## src/rtl/clock_divider_multi.sv

```systemverilog
// N_CH-channel clock divider with per-channel ratio, enable, tick and error flag.
// Define CLKDIV_SYNC_EN to add sync_start (forced phase-aligned restart).
`timescale 1ns/1ps
module clock_divider_multi #(
  parameter int N_CH    = 4,
  parameter int RATIO_W = 32
) (
  input  logic                     clk_in,
  input  logic                     reset,
  input  logic [N_CH-1:0]          enable,
  input  logic [N_CH*RATIO_W-1:0]  ratio,
`ifdef CLKDIV_SYNC_EN
  input  logic                     sync_start,
`endif
  output logic [N_CH-1:0]          clk_out,
  output logic [N_CH-1:0]          tick,
  output logic [N_CH-1:0]          ratio_err
);

  typedef enum logic [1:0] {
    ST_START,
    ST_RUN,
    ST_ILL
  } st_t;

  localparam logic [RATIO_W-1:0] ONE_W = 1;
  localparam logic [RATIO_W-1:0] TWO_W = 2;
  localparam logic [RATIO_W:0]   ONE_X = 1;

  logic sync;

`ifdef CLKDIV_SYNC_EN
  assign sync = sync_start;
`else
  assign sync = 1'b0;
`endif

  for (genvar i = 0; i < N_CH; i++) begin : g_ch
    logic [RATIO_W-1:0] r;
    logic [RATIO_W-1:0] cnt;
    logic [RATIO_W-1:0] act;
    logic [RATIO_W:0]   half;
    logic [RATIO_W:0]   nxt;
    st_t                st;
    logic               co_q;
    logic               tk_q;
    logic               er_q;
    logic               en;
    logic               legal;
    logic               term;
    logic               start;
    logic               go_ok;
    logic               go_bad;
    logic               step;
    logic               hold;

    assign r     = ratio[i*RATIO_W +: RATIO_W];
    assign en    = enable[i];
    assign legal = (r >= TWO_W);

    // one extra bit keeps (act+1) and (cnt+1) exact at all-ones
    assign half  = ({1'b0, act} + ONE_X) >> 1;
    assign nxt   = {1'b0, cnt} + ONE_X;

    assign term  = (st == ST_RUN) &&
                   (cnt == act - ONE_W);
    assign start = (st != ST_RUN) || term || sync;

    assign go_ok  = en & start & legal;
    assign go_bad = en & start & ~legal;
    assign step   = en & ~start;
    assign hold   = ~en;

    always_ff @(posedge clk_in) begin
      if (reset) begin
        cnt  <= '0;
        act  <= '0;
        st   <= ST_START;
        co_q <= 1'b0;
        tk_q <= 1'b0;
        er_q <= 1'b0;
      end else begin
        unique case (1'b1)
          go_ok: begin
            act  <= r;
            cnt  <= '0;
            co_q <= 1'b1;
            tk_q <= 1'b1;
            er_q <= 1'b0;
            st   <= ST_RUN;
          end
          go_bad: begin
            co_q <= 1'b0;
            tk_q <= 1'b0;
            er_q <= 1'b1;
            st   <= ST_ILL;
          end
          step: begin
            cnt  <= nxt[RATIO_W-1:0];
            co_q <= (nxt < half);
            tk_q <= 1'b0;
          end
          hold: begin
            tk_q <= 1'b0;
          end
        endcase
      end
    end

    assign clk_out[i]   = co_q;
    assign tick[i]      = tk_q;
    assign ratio_err[i] = er_q;
  end

endmodule

```

## config.mk

```make
export PLATFORM = sky130hd
export DESIGN_NAME = clock_divider_multi
export DESIGN_NICKNAME = d
export VERILOG_FILES = /design/src/rtl/clock_divider_multi.sv
export SDC_FILE = /design/constraint.sdc
export NUM_CORES = 1
export LEC_CHECK = 0
export CAP_MARGIN = 20
export CORE_ASPECT_RATIO = 1.4
export CORE_MARGIN = 1
export CORE_UTILIZATION = 40
export CTS_CLUSTER_DIAMETER = 60
export DETAILED_ROUTE_END_ITERATION = 12
export DONT_BUFFER_PORTS = 1
export MAX_ROUTING_LAYER = met4
export PLACE_DENSITY_LB_ADDON = 0.25
export RECOVER_POWER = 50
export SLEW_MARGIN = 20
export SYNTH_ARGS = -nofsm -noshare
export SYNTH_HDL_FRONTEND = slang
export SYNTH_SLANG_ARGS = --single-unit
```

## constraint.sdc

```tcl
create_clock -name clk_in -period 4.9 [get_ports clk_in]
set_clock_uncertainty 0.15 [all_clocks]
set_input_delay 0.735 -clock clk_in [delete_from_list [all_inputs] [get_ports clk_in]]
set_output_delay 0.735 -clock clk_in [all_outputs]
set_load 0.01 [all_outputs]
```

# Yosys cells after proc, flatten, opt, wreduce, memory -nomap -nowiden
# Cells that the tools add are included.
[word_totals]
output_inout_bits = 12
inputBits = 134
regBits = 276
elab_cells = 128
[classes]
reduce_logical = 24
order_cmp = 8
eq_ne = 12
add_sub_neg = 12
n_bitwise = 28
n_mux = 20
[op_table]
columns = ["cell", "n"]
rows = [
  ["adder 32 x 1 -> 33 bit (second input constant)", 8],
  ["case mux 32 bit (2 select lines)", 4],
  ["< comparator 33 x 32 -> 1 bit", 4],
  ["== test 32 bit", 4],
  [">= comparator 32 x 2 -> 1 bit (second input constant)", 4],
  ["subtractor 32 x 1 -> 32 bit (second input constant)", 4],
  ["AND 1 bit", 16],
  ["case mux 1 bit (2 select lines)", 8],
  ["case mux 2 bit (2 select lines)", 4],
  ["nonzero test 2 bit", 8],
  ["NOT 1 bit", 12],
  ["case mux 1 bit (3 select lines)", 4],
  ["nonzero test 3 bit", 4],
  ["OR reduction 3 bit", 4],
  ["== test 2 x 1 -> 1 bit (second input constant)", 4],
  ["inequality test 2 x 1 -> 1 bit (second input constant)", 4],
  ["logical AND 1 bit", 4],
  ["logical OR 1 bit", 4],
]

# Longest topological paths before layout
# Gate-level depths: netlist of run 1.
[logic_depth]
ltp_word = 8
mapped_depth = 19
ltp_nobuf = 18

# Worst setup path before layout of run 1
# Ideal clock, no wire load.
[synth_timing]
path_type = "register -> register"
startpoint = "register g_ch[0].act[0]"
endpoint = "register g_ch[0].act[10]"
arrival_ps = 3796
path_stages_with_launch = 14
n_path_buf = 2
setup_slack_ps = 883
t_required_ps = 4678
path_cell_list = "dfxtp_1 clkbuf_1 inv_1 ha_1 nor3b_1 nand3_1 nor4_1 mux2_2 a31o_2 a2111oi_2 a21oi_1 nor2_2 buf_6 mux2i_1"
[synth_via]
elab_chain_cells = 6
[synth_rtl]
columns = ["item", "line", "rtl"]
rows = [
  ["start: declaration", "41", "logic [RATIO_W-1:0] act;"],
  ["start signal: assignment", "85", "act <= r;"],
  ["subtractor 32 x 1 -> 32 bit", "66", "(cnt == act - ONE_W);"],
  ["== test 32 bit", "66", ""],
  ["logical AND 1 bit", "65", "assign term = (st == ST_RUN) &&"],
  ["logical OR 1 bit", "67", "assign start = (st != ST_RUN) || term || sync;"],
  ["AND 1 bit (2 in a row)", "69", "assign go_ok = en & start & legal;"],
]
# No other way between the ends.
# A chain may end at the register's enable or synchronous reset.

# Worst setup path after layout of run 1
[layout_timing]
startpoint = "register g_ch[0].act[5]"
endpoint = "register g_ch[0].act[23]"
# The elaborated chain is that of the path after synthesis.

==> results.json, run 1 <==
{
  "critPathLaunchType": "flip-flop",
  "totalWireLength_um": 63800,
  "clkSinkCount": 272,
  "synth-edff-count": 0,
  "ys_async_sr_fraction_pct": 0,
  "design.core.area_mm2": 0.0546,
  "place_inst": 3389,
  "layout_commonest_cell": "nand2_1",
  "die_area_mm2": 0.0566,
  "syn_area_per_cell_um2": 7.86,
  "tightest_slew_ns": 0.853,
  "rsz0062_at_grt": "false",
  "setup_tns_ns": 0,
  "cts_root_buf": "clkbuf_16",
  "hold_viol_final": 0,
  "period_minus_slack_ns": 4.46,
  "dpl_cell_area_mm2": 0.0227,
  "cts_resized": 0,
  "via_per_inst": 5.78,
  "chipWidth_um": 201,
  "seq_area_mm2": 0.00545,
  "ant_nets": 0,
  "slew_headroom_pct": 42.6,
  "cts_buffers": 37,
  "nets": 2978,
  "worst_setup_hold_path_clk_slew_ns": 0.06,
  "drt_iter0_drc": 1050,
  "hold_ws_ns": 0.110,
  "first_pass_iters": 7,
  "grt_pass1_vias": 19853,
  "fill_cells": 5452,
  "layoutNonFillerInstCount": 3456,
  "gp_congestion": 0.963,
  "cpPeakStageDelay_ns": 0.65,
  "path_cells": "nor4_2, nand3_1, nor4_1, clkbuf_1, mux2_2, a31o_2, a2111oi_2, a21oi_1, nor2_4, clkbuf_2, mux2i_1",
  "grt_overflow_total": 0,
  "post_cts_buffers": 0,
  "drc": 0,
  "drive_gt1_share_pct": 6.18,
  "power_density_mw_per_mm2": 269,
  "syn_to_final_growth_pct": 7.67,
  "hp-class": "in2reg",
  "crit_slowest_cell": "nor4_2",
  "slew_violations": 0,
  "htree_levels": 2,
  "io_pins": 146,
  "wire_per_inst_um": 18.5,
  "grt_max_degree": 94,
  "die_h_um": 281,
  "syn_inst": 2832,
  "grt_pass1_wl_um": 104000,
  "rows": 101,
  "cap_violations": 0,
  "endpoint_kind": "flip-flop",
  "synthFlopType": "dfxtp_1",
  "num_vias": 19959,
  "dp_hpwl_um": 49500,
  "clk_latency_ns": 0.56,
  "final_core_util_pct": 43.9,
  "portBuffers": 0,
  "yosys_warnings": 0,
  "vdd_ir_drop_max_uv": 311,
  "worstPathMaxFanout": 16,
  "syn_nets": 3102,
  "cts_tree": "done",
  "antenna_found_initial": 1,
  "crit_type": "reg2reg",
  "cp.arrival_ns": 4.79,
  "status": "finished clean",
  "cp.required_ns": 5.23,
  "syn_area_mm2": 0.0223,
  "final_cell_mix": "nand2_1 (311), dfxtp_1 (272), nor2_1 (227)",
  "fin_crit_sh_pct": 91.0,
  "fmax_ghz": 0.224,
  "p_leak_nw": 9.32,
  "clockBufferDepth": 3,
  "synth.ff_latch_count": 272,
  "finalSetupViolCount": 0,
  "grt_usage_pct": 23.1,
  "multiInputGateArea_mm2": 0.0156,
  "synth.distinct_cells": 86,
  "hold_buffers": 0,
  "ys_seq_area_share_pct": 24.5,
  "design_area_mm2": 0.0240,
  "start_util_pct": 40.8,
  "diodes": 0,
  "preCtsSetupSlack_ns": 0.460,
  "setup_ws_ns": 0.440,
  "finalPower_mw": 6.45
}
cell families (layout without fill, tap and decap cells):
family / count (synthesis) / count (layout) / synth area share (%)
flip-flops: 272 / 272 / 24.5
XOR/XNOR: 377 / 377 / 14.9
AO/OA/AOI/OAI: 423 / 423 / 13.8
buffers and inverters: 294 / 197 / 5.59
multiplexers: 148 / 148 / 6.70
adder cells (fa/ha/maj): 136 / 136 / 7.65
AND/OR/NAND/NOR: 1182 / 1182 / 26.9
synth_stat cells, drive strengths merged, types with 14 or more instances:
library cell	count	share of area, %
a2111oi	16	0.69
a211oi	14	0.47
a21o	41	1.4
a21oi	58	1.4
a221o	18	0.81
a22o	59	2.3
and3	58	1.6
and4	15	0.59
buf	46	1.4
clkbuf	171	2.9
dfxtp	272	24
ha	136	7.6
inv	77	1.3
mux2i	140	6.3
nand2	311	5.2
nand2b	48	1.3
nand3	142	3.2
nand4	79	2.2
nor2	228	3.9
nor2b	19	0.53
nor3	77	1.8
nor4	94	2.8
o21a	16	0.54
o21ai	87	2.0
or2	16	0.45
or3	24	0.67
or4	22	0.78
xnor2	210	8.3
xor2	166	6.5
layer usage:
metal | share of wire (%) | track usage [%] | vias to the layer above
li1 | - | - | 9874
met1 | 42 | 25.7 | 9516
met2 | 52 | 42.4 | 444
met3 | 3.8 | 2.85 | 125
met4 | 2.8 | 7.83 | 0
met5 | 0 | - | -
power breakdown:
part           switching, mW  internal, mW
clock network           1.13          1.77
registers              0.178          2.29
logic                  0.604         0.478
state kept, by name, summed over array words and instances, names as in the netlist:
signal,count
g_ch.act,128
g_ch.co_q,4
g_ch.cnt,128
g_ch.st,8
g_ch.tk_q,4
critical path, delay by kind of cell (launching register included):
| kind | cells | cell delay, ns |
|---|---|---|
| compound gates | 3 | 1.05 |
| buf+inv | 2 | 0.64 |
| flops | 1 | 0.41 |
| mux | 2 | 0.60 |
| simple gates | 4 | 1.52 |
area by class of cell:
| type | instances | area share, % |
|---|---|---|
| clock buffer | 45 | 4.25 |
| tap | 721 | 3.76 |
| multi-input combinational | 2266 | 65.1 |
| sequential | 272 | 22.7 |
| timing repair buffer | 54 | 1.78 |
| clock inverter | 21 | 1.21 |
| inverter | 77 | 1.22 |
path summary, 6_finish.rpt:
path,start,endpoint,slack (ns),cells after the start
max,g_ch[0].act[5],g_ch[0].act[23],0.44,11
min reg2reg,g_ch[1].st[0],g_ch[1].st[0],0.35,1
max reg2reg,g_ch[0].act[5],g_ch[0].act[23],0.44,11
min,reset,g_ch[0].st[0],0.11,1
No activity file was read; power rests on OpenSTA's default activity.
==> run 2, diff against run 1 <==
ABC_CLOCK_PERIOD_IN_PS = 4900   (was unset)
==> results of run 2 <==
Same layout as run 1: the final DEF is identical, and so are final timing and power.
==> run 3, diff against run 2 <==
HOLD_SLACK_MARGIN = 0.02   (was unset)
==> results of run 3 <==
Same layout as run 1: the final DEF is identical, and so are final timing and power.
